`src/rtl/barrel_shift_pkg.sv`:
```
// Shared definitions for the barrel shift sequencer, the shifter wrapper and the benches.
// Optional build macro used by the sequencer: BARREL_SEQ_WRAP_EN.
package barrel_shift_pkg;

    localparam int DATA_W  = 32;
    localparam int SHAMT_W = $clog2(DATA_W);
    localparam int COUNT_W = SHAMT_W + 1;

    typedef enum logic {
        IDLE = 1'b0,
        RUN  = 1'b1
    } seq_state_t;

    // Requests longer than one full sweep of the operand are cut down to DATA_W beats
    function automatic logic [COUNT_W-1:0] clamp_count(input logic [COUNT_W-1:0] count);
        return (count > COUNT_W'(DATA_W)) ? COUNT_W'(DATA_W) : count;
    endfunction

endpackage

```
`src/rtl/barrel_shift_sequencer_if.sv`:
```
// Command and beat handshake bundle between the sequencer and its neighbours.
// The slave modport is the sequencer side; the master modport drives commands and sinks beats.
interface barrel_shift_sequencer_if;
    import barrel_shift_pkg::*;

    logic               cmd_valid;
    logic               cmd_ready;
    logic [DATA_W-1:0]  cmd_data;
    logic [SHAMT_W-1:0] cmd_start_shamt;
    logic [COUNT_W-1:0] cmd_count;
    logic               out_valid;
    logic               out_ready;
    logic [DATA_W-1:0]  out_a;
    logic [SHAMT_W-1:0] out_shift;
    logic               out_last;
    logic               busy;

    modport slave (
        input  cmd_valid, cmd_data, cmd_start_shamt, cmd_count, out_ready,
        output cmd_ready, out_valid, out_a, out_shift, out_last, busy
    );

    modport master (
        output cmd_valid, cmd_data, cmd_start_shamt, cmd_count, out_ready,
        input  cmd_ready, out_valid, out_a, out_shift, out_last, busy
    );

endinterface

```
`src/rtl/barrel_shift_sequencer.sv`:
```
// Barrel shift sequencer: turns one (operand, start shift, count) command into a stream
// of (operand, shift) beats for the left barrel shifter, shift incrementing per beat.
// Build macro BARREL_SEQ_WRAP_EN: when defined the shift wraps from DATA_W-1 to 0 and the
// command always yields min(count, DATA_W) beats; when undefined the run stops at DATA_W-1.
module barrel_shift_sequencer
    import barrel_shift_pkg::*;
(
    input  logic                      clk,
    input  logic                      rst_n,
    barrel_shift_sequencer_if.slave   bus
);

`ifdef BARREL_SEQ_WRAP_EN
    localparam bit WRAP_EN = 1'b1;
`else
    localparam bit WRAP_EN = 1'b0;
`endif

    seq_state_t         r_state;
    seq_state_t         w_stateNext;
    logic [DATA_W-1:0]  r_a;
    logic [DATA_W-1:0]  w_aNext;
    logic [SHAMT_W-1:0] r_cur;
    logic [SHAMT_W-1:0] w_curNext;
    logic [COUNT_W-1:0] r_rem;
    logic [COUNT_W-1:0] w_remNext;
    logic               r_last;
    logic               w_lastNext;
    logic               r_cmdReady;
    logic               r_outValid;
    logic               r_busy;

    logic               w_cmdFire;
    logic               w_beatFire;
    logic               w_cmdLoad;
    logic [COUNT_W-1:0] w_countClamped;
    logic [SHAMT_W-1:0] w_curInc;
    logic [COUNT_W-1:0] w_remDec;

    // cmd_ready is itself a register, so accepting a command never depends on a combinational
    // decode; a zero-length command is consumed here but never loads the run registers.
    assign w_cmdFire      = bus.cmd_valid && r_cmdReady;
    assign w_beatFire     = r_outValid && bus.out_ready;
    assign w_countClamped = clamp_count(bus.cmd_count);
    assign w_cmdLoad      = w_cmdFire && (w_countClamped != '0);
    assign w_curInc       = r_cur + SHAMT_W'(1);
    assign w_remDec       = r_rem - COUNT_W'(1);

    // State register; an asynchronous reset abandons any beat in flight
    always_ff @(posedge clk or negedge rst_n) begin
        if (!rst_n) begin
            r_state <= IDLE;
        end else begin
            r_state <= w_stateNext;
        end
    end

    // Next state: start a run on a non-empty command, finish when the last beat transfers
    always_comb begin
        w_stateNext = r_state;
        case (r_state)
            IDLE: begin
                if (w_cmdLoad) begin
                    w_stateNext = RUN;
                end
            end
            RUN: begin
                if (w_beatFire && r_last) begin
                    w_stateNext = IDLE;
                end
            end
            default: w_stateNext = IDLE;
        endcase
    end

    // Next beat contents: load from the command, advance on each transfer, hold while stalled;
    // last is precomputed one beat ahead so out_last can come straight from a flop
    always_comb begin
        w_aNext    = r_a;
        w_curNext  = r_cur;
        w_remNext  = r_rem;
        w_lastNext = r_last;
        case (r_state)
            IDLE: begin
                if (w_cmdLoad) begin
                    w_aNext    = bus.cmd_data;
                    w_curNext  = bus.cmd_start_shamt;
                    w_remNext  = w_countClamped;
                    w_lastNext = (w_countClamped == COUNT_W'(1)) ||
                                 (!WRAP_EN && (bus.cmd_start_shamt == SHAMT_W'(DATA_W - 1)));
                end
            end
            RUN: begin
                if (w_beatFire) begin
                    if (r_last) begin
                        w_lastNext = 1'b0;
                    end else begin
                        w_curNext  = w_curInc;
                        w_remNext  = w_remDec;
                        w_lastNext = (w_remDec == COUNT_W'(1)) ||
                                     (!WRAP_EN && (w_curInc == SHAMT_W'(DATA_W - 1)));
                    end
                end
            end
            default: begin
                w_lastNext = 1'b0;
            end
        endcase
    end

    // Output and datapath registers, all driven from the next-state decode
    always_ff @(posedge clk or negedge rst_n) begin
        if (!rst_n) begin
            r_a        <= '0;
            r_cur      <= '0;
            r_rem      <= '0;
            r_last     <= 1'b0;
            r_cmdReady <= 1'b0;
            r_outValid <= 1'b0;
            r_busy     <= 1'b0;
        end else begin
            r_a        <= w_aNext;
            r_cur      <= w_curNext;
            r_rem      <= w_remNext;
            r_last     <= w_lastNext;
            r_cmdReady <= (w_stateNext == IDLE);
            r_outValid <= (w_stateNext == RUN);
            r_busy     <= (w_stateNext == RUN);
        end
    end

    assign bus.cmd_ready = r_cmdReady;
    assign bus.out_valid = r_outValid;
    assign bus.out_a     = r_a;
    assign bus.out_shift = r_cur;
    assign bus.out_last  = r_last;
    assign bus.busy      = r_busy;

endmodule

```
`src/flat_wrapper.sv`:
```
// flat-port wrapper written by rule: the top's interface ports become plain ports
module barrel_shift_sequencer_flat import barrel_shift_pkg::*;
  (clk, rst_n, bus_cmd_valid, bus_cmd_data, bus_cmd_start_shamt, bus_cmd_count, bus_out_ready, bus_cmd_ready, bus_out_valid, bus_out_a, bus_out_shift, bus_out_last, bus_busy);
  barrel_shift_sequencer_if bus_i ();
  input  logic clk;
  input  logic rst_n;
  input wire logic [$bits(bus_i.cmd_valid)-1:0] bus_cmd_valid;
  input wire logic [$bits(bus_i.cmd_data)-1:0] bus_cmd_data;
  input wire logic [$bits(bus_i.cmd_start_shamt)-1:0] bus_cmd_start_shamt;
  input wire logic [$bits(bus_i.cmd_count)-1:0] bus_cmd_count;
  input wire logic [$bits(bus_i.out_ready)-1:0] bus_out_ready;
  output wire logic [$bits(bus_i.cmd_ready)-1:0] bus_cmd_ready;
  output wire logic [$bits(bus_i.out_valid)-1:0] bus_out_valid;
  output wire logic [$bits(bus_i.out_a)-1:0] bus_out_a;
  output wire logic [$bits(bus_i.out_shift)-1:0] bus_out_shift;
  output wire logic [$bits(bus_i.out_last)-1:0] bus_out_last;
  output wire logic [$bits(bus_i.busy)-1:0] bus_busy;
  assign bus_i.cmd_valid = bus_cmd_valid;
  assign bus_i.cmd_data = bus_cmd_data;
  assign bus_i.cmd_start_shamt = bus_cmd_start_shamt;
  assign bus_i.cmd_count = bus_cmd_count;
  assign bus_i.out_ready = bus_out_ready;
  assign bus_cmd_ready = bus_i.cmd_ready;
  assign bus_out_valid = bus_i.out_valid;
  assign bus_out_a = bus_i.out_a;
  assign bus_out_shift = bus_i.out_shift;
  assign bus_out_last = bus_i.out_last;
  assign bus_busy = bus_i.busy;
  barrel_shift_sequencer u_core (.clk(clk), .rst_n(rst_n), .bus(bus_i));
endmodule
```
`config.mk`:
```
export PLATFORM = sky130hd
export DESIGN_NAME = barrel_shift_sequencer_flat
export DESIGN_NICKNAME = d
export VERILOG_FILES = /design/src/rtl/barrel_shift_pkg.sv /design/src/rtl/barrel_shift_sequencer_if.sv /design/src/rtl/barrel_shift_sequencer.sv /design/src/flat_wrapper.sv
export SDC_FILE = /design/constraint.sdc
export NUM_CORES = 1
export LEC_CHECK = 0
export CORE_MARGIN = 2
export CORE_UTILIZATION = 30
export CTS_CLUSTER_DIAMETER = 120
export CTS_CLUSTER_SIZE = 24
export DETAILED_ROUTE_END_ITERATION = 8
export HOLD_SLACK_MARGIN = 0.1
export PLACE_DENSITY = 0.58
export SKIP_CTS_REPAIR_TIMING = 1
export SYNTH_ARGS = -nofsm -noshare
export SYNTH_HDL_FRONTEND = slang
export SYNTH_SLANG_ARGS = --single-unit
```
`constraint.sdc`:
```
create_clock -name clk -period 1.4 [get_ports clk]
set_input_delay 0.28 -clock clk [delete_from_list [all_inputs] [get_ports clk]]
set_output_delay 0.28 -clock clk [all_outputs]
set_load 0.01 [all_outputs]
```
# Word-level counts from Yosys, hierarchy flattened
# Index checks and enable logic that the tools add are counted.
[word_totals]
regBits = 46
out_inout_bits = 41
word_cells = 44
[classes]
add_sub_neg = 2
magnitude_cmp = 1
n_eq_ne = 7
muxes = 16
n_bitwise = 2
reduce_logical = 10
[ops]
columns = ["operator", "n"]
rows = [
  ["6-bit 2-to-1 mux", 4],
  ["5-bit 2-to-1 mux", 3],
  ["6-bit by 1-bit == test with 1-bit output (second input constant)", 2],
  ["6-bit one-hot mux with 2 select lines", 1],
  ["5-bit == test (second input constant)", 2],
  ["5-bit one-hot mux with 2 select lines", 1],
  ["6-bit > comparator (second input constant)", 1],
  ["6-bit nonzero test", 1],
  ["6-bit by 1-bit subtractor with 6-bit output (second input constant)", 1],
  ["5-bit by 1-bit adder with 5-bit output (second input constant)", 1],
  ["1-bit 2-to-1 mux", 5],
  ["1-bit logical AND", 4],
  ["2-bit inequality test (second input constant)", 2],
  ["1-bit one-hot mux with 2 select lines", 2],
  ["2-bit AND reduction", 2],
  ["3-bit AND reduction", 1],
  ["1-bit logical OR", 2],
  ["2-bit by 1-bit inequality test with 1-bit output (second input constant)", 1],
  ["1-bit inverter", 2],
]

# Depth between registers and ports, before layout
[depth]
word_depth = 7
mapped_depth = 6
depth_no_buf = 6

# Worst setup path before layout
# OpenSTA, ideal clock, no wires.
[synth_path]
path_type = "reg-to-reg"
startpoint = "register u_core.r_rem[2]"
endpoint = "register u_core.r_rem[5]"
arrival_ns = 1.364
required_time_ns = 1.280
path_slack_ns = -0.084
path_stages_with_launch = 5
path_buffers = 0
path_cell_list = "dfrtp_1 > or3_4 > nor3_2 > mux2_1 > o211a_1"
[synth_between]
elab_chain_len = 4
[synth_lines]
columns = ["element", "line_no", "rtl"]
rows = [
  ["start: declaration", "barrel_shift_sequencer.sv:25", "logic [COUNT_W-1:0] r_rem;"],
  ["start signal: assignment", "barrel_shift_sequencer.sv:124", "r_rem <= w_remNext;"],
  ["6-bit by 1-bit subtractor with 6-bit output", "barrel_shift_sequencer.sv:47", "assign w_remDec = r_rem - COUNT_W'(1);"],
  ["6-bit 2-to-1 mux", "barrel_shift_sequencer.sv:95", "if (r_last) begin"],
  ["6-bit 2-to-1 mux", "barrel_shift_sequencer.sv:94", "if (w_beatFire) begin"],
  ["6-bit one-hot mux with 2 select lines", "barrel_shift_sequencer.sv:83", "case (r_state)"],
]
# Every way passes these cells. The select of a mux whose other input is x is not followed.
# A chain may end at the register's enable or synchronous reset.

# Worst setup path after layout
# Ends and elaborated chain as after synthesis.

==> results.yml <==
power:
  vdd_drop_max_mv: 0.8789
  totalPowerFinal_uw: 7162
  pwr_per_cell_area_nw_per_um2: 1857
  p_leak_uw: 0.002284
synthesis:
  yosysTopAreaCell: "sky130_fd_sc_hd__dfrtp_1"
  top_cells_by_count_synth: "sky130_fd_sc_hd__nand2_1, sky130_fd_sc_hd__dfrtp_1, sky130_fd_sc_hd__a21oi_1, sky130_fd_sc_hd__inv_1, sky130_fd_sc_hd__buf_2"
  synth.most_common_cell: "sky130_fd_sc_hd__nand2_1"
  yosys-top-cells-area: "sky130_fd_sc_hd__dfrtp_1, sky130_fd_sc_hd__nand2_1, sky130_fd_sc_hd__ha_1, sky130_fd_sc_hd__a21oi_1, sky130_fd_sc_hd__buf_4"
  synth_async_sr_flop_share_pct: 100.0
  ys_seq_area_share_pct: 52.30
  number_of_flops_mapped_to_enable_cells_by_yosys: 0
  synthesis.instances: 239
  synth_seq_cells: 46
  ys_dominant_reg_cell: "sky130_fd_sc_hd__dfrtp_1"
  synth_area_um2: 2201
  post_synth_num_cell_types: 42
  yosys_warnings: 0
  syn-mean-instance-area_um2: 9.209
  post-synth-top-area-fraction_pct: 52.30
  synth_nets: 290
grt:
  largest_net_degree_at_the_start_of_global_routing: 36
  wire_length_of_the_first_global_routing_pass_mm: 9.080
  first_global_vias: 1960
  antenna_found_initial: 0
  grtUsageTotal_pct: 14.65
  gr-total-overflow: 0
timing:
  rsz0062_at_grt: "true"
  slew_headroom_pct: 77.84
  timing.final.hold_violations: 0
  final.period_utilization_pct: 107.4
  min_period_ns: 1.504
  finalWorstSetupSlack_ns: -0.1039
  setup_violations: 2
  fmax_mhz: 664.9
  worstMarginPinSlew_ns: 0.3324
  clock-skew-final_ns: 0.005236
  slew_viol_final: 0
setup_path:
  worst-endpoint-required_ns: 1.59
  regToRegStartpoint: "u_core.r_rem[2]"
  crit_path_start_kind: "flop"
  reg2regPathDepth: 4
  critPathKind: "flop to flop"
  rrSetupSlack_ns: -0.10
  crit_path_max_fanout: 4
  cp-end-kind: "flop"
  reg2reg_to: "u_core.r_rem[5]"
  cp.arrival_ns: 1.70
run:
  cap_violations: 0
clock_network:
  cts.htree.levels: 2
  insertion_delay_ns: 0.30
  tritoncts_buffer_count: 5
  cts_buffer_depth: 2
  tritoncts: "yes"
  root_buffer: "sky130_fd_sc_hd__clkbuf_8"
  cts.sinks: 46
  clkSlewWorstSetupHoldPaths_ns: 0.09
detailed_routing:
  highest_layer: "met4"
  post_drt_wl_per_cell_um: 12.84
  met2RoutedLength_mm: 2.813
  antenna_violating_nets_post_route: 0
  detailroute.wirelength.met3_um: 378
  totalWireLength_mm: 5.960
  drc_errors: 0
  vias: 2068
  avgViaCountPerCell: 4.457
  drtPass1Iterations: 4
  wl_met1_mm: 2.682
  detailedRoute.firstIterationViolations: 90
final_layout:
  multi_input_comb_area_um2: 1036
  final_cell_area_um2: 3857
  insertedDiodeCount: 0
  fillerInstances: 646
  sequential_cell_area_um2: 1156
  layout-drive-gt1-share_pct: 21.37
  syn_to_final_growth_pct: 75.27
  finalNetCount: 415
placement:
  port-buffer-count: 87
  detailed_place.area_um2: 3398
  gp_congestion: 0.8464
  hpwl_after_detailed_placement_mm: 4.226
floorplanning:
  rows: 31
  i_o_pin_count: 88
  core_region_area_um2: 7176
  starting_density_of_the_core_pct: 30.67
  die-width_um: 89.65
  floorplan.die_area_um2: 8037
  die_height_um: 89.65
hold_path:
  min-delay-path-class: "primary input to asynchronous set/reset pin"
outcome:
  result_of_the_run: "finished, violations left"
  violated_checks: "setup timing"
==> cells by family after synthesis <==
| logic type | after synthesis | share of synthesized area (%) |
|---|---|---|
| AOI/OAI and AO/OA | 30 | 10.06 |
| xor gates and xnor gates | 4 | 1.592 |
| adders and majority gates | 4 | 2.274 |
| buffers and inverters | 20 | 4.946 |
| DFF | 46 | 52.30 |
| muxes | 3 | 1.421 |
| and+or+nand+nor | 132 | 27.40 |
==> metrics by stage <==
stage / std cells / setup TNS, ns / utilization [%] / hold slack, ns / worst slack (ns)
after CTS: 451 / -8.912 / 48.68 / -0.1312 / -0.3018
after global placement: 443 / -17.84 / 47.36 / 0.1908 / -0.4624
final: 464 / -0.1284 / 53.76 / 0.4039 / -0.1039
after detailed placement: 443 / -18.73 / 47.36 / 0.1983 / -0.4949
after global routing: 464 / -0.4405 / 53.76 / 0.4348 / -0.1615
after floorplan: 239 / -0.04421 / - / -0.01559 / -0.04421
==> area by class of cell <==
type / count / area share [%]
Sequential cell: 46 / 29.97
Timing Repair Buffer: 130 / 36.72
Clock inverter: 2 / 0.3244
Clock buffer: 6 / 2.141
Tap cell: 99 / 3.211
Multi-Input combinational cell: 173 / 26.86
Inverter: 8 / 0.7785
==> placed cells by master, fill, tap and decap left out, types with 3 or more instances in the layout <==
cell type / Yosys / layout
sky130_fd_sc_hd__a21oi_1: 8 / 7
sky130_fd_sc_hd__a31oi_1: 3 / 3
sky130_fd_sc_hd__buf_12: 0 / 5
sky130_fd_sc_hd__buf_4: 5 / 28
sky130_fd_sc_hd__buf_6: 1 / 8
sky130_fd_sc_hd__clkbuf_8: 0 / 6
sky130_fd_sc_hd__clkdlybuf4s50_1: 0 / 40
sky130_fd_sc_hd__dfrtp_1: 46 / 42
sky130_fd_sc_hd__dfrtp_2: 0 / 4
sky130_fd_sc_hd__dlymetal6s2s_1: 0 / 46
sky130_fd_sc_hd__inv_1: 8 / 6
sky130_fd_sc_hd__nand2_1: 103 / 101
sky130_fd_sc_hd__nand3_1: 4 / 4
sky130_fd_sc_hd__nor2_1: 5 / 3
sky130_fd_sc_hd__nor3_1: 4 / 4
sky130_fd_sc_hd__o221a_1: 3 / 3
sky130_fd_sc_hd__xor2_1: 3 / 3
==> worst max path at each step <==
stage	start	to	slack, ns	depth (start not counted)
final	u_core.r_rem[2]	u_core.r_rem[5]	-0.10	4
after global routing	u_core.r_rem[2]	u_core.r_rem[5]	-0.16	4
after CTS	u_core.r_state	bus_out_valid	-0.30	2
after detailed placement	bus_cmd_count[2]	u_core.bus.out_last	-0.49	5
after global placement	bus_cmd_count[2]	u_core.bus.out_shift[4]	-0.46	6
after floorplan	u_core.r_rem[0]	u_core.r_rem[5]	-0.04	4
==> registers in the layout, summed over array words and instances (netlist names) <==
register,flops
u_core.r_rem,6
u_core.bus.out_shift,5
u_core.r_state,1
u_core.bus.cmd_ready,1
u_core.bus.out_last,1
u_core.bus.out_a,32
==> where the power goes <==
| group | internal, uW | total, uW | switching [uW] |
|---|---|---|---|
| clock network | 397 | 846 | 449 |
| registers | 1960 | 2360 | 408 |
| logic | 2230 | 3950 | 1720 |
| total | 4590 | 7160 | 2570 |
==> worst max-delay path, cell delays in order (launching register included) <==
cell	delay (ns)
sky130_fd_sc_hd__dfrtp_1	0.40
sky130_fd_sc_hd__or3_4	0.42
sky130_fd_sc_hd__nor3_2	0.12
sky130_fd_sc_hd__mux2_1	0.33
sky130_fd_sc_hd__o211a_1	0.12
==> per-layer routing <==
layer,vias to the layer above,GRT usage [%]
met5,-,0
met1,960,20.08
met2,61,23.33
li1,1040,-
met3,7,3.108
met4,0,4.478
(Power assumes the default switching activity.)
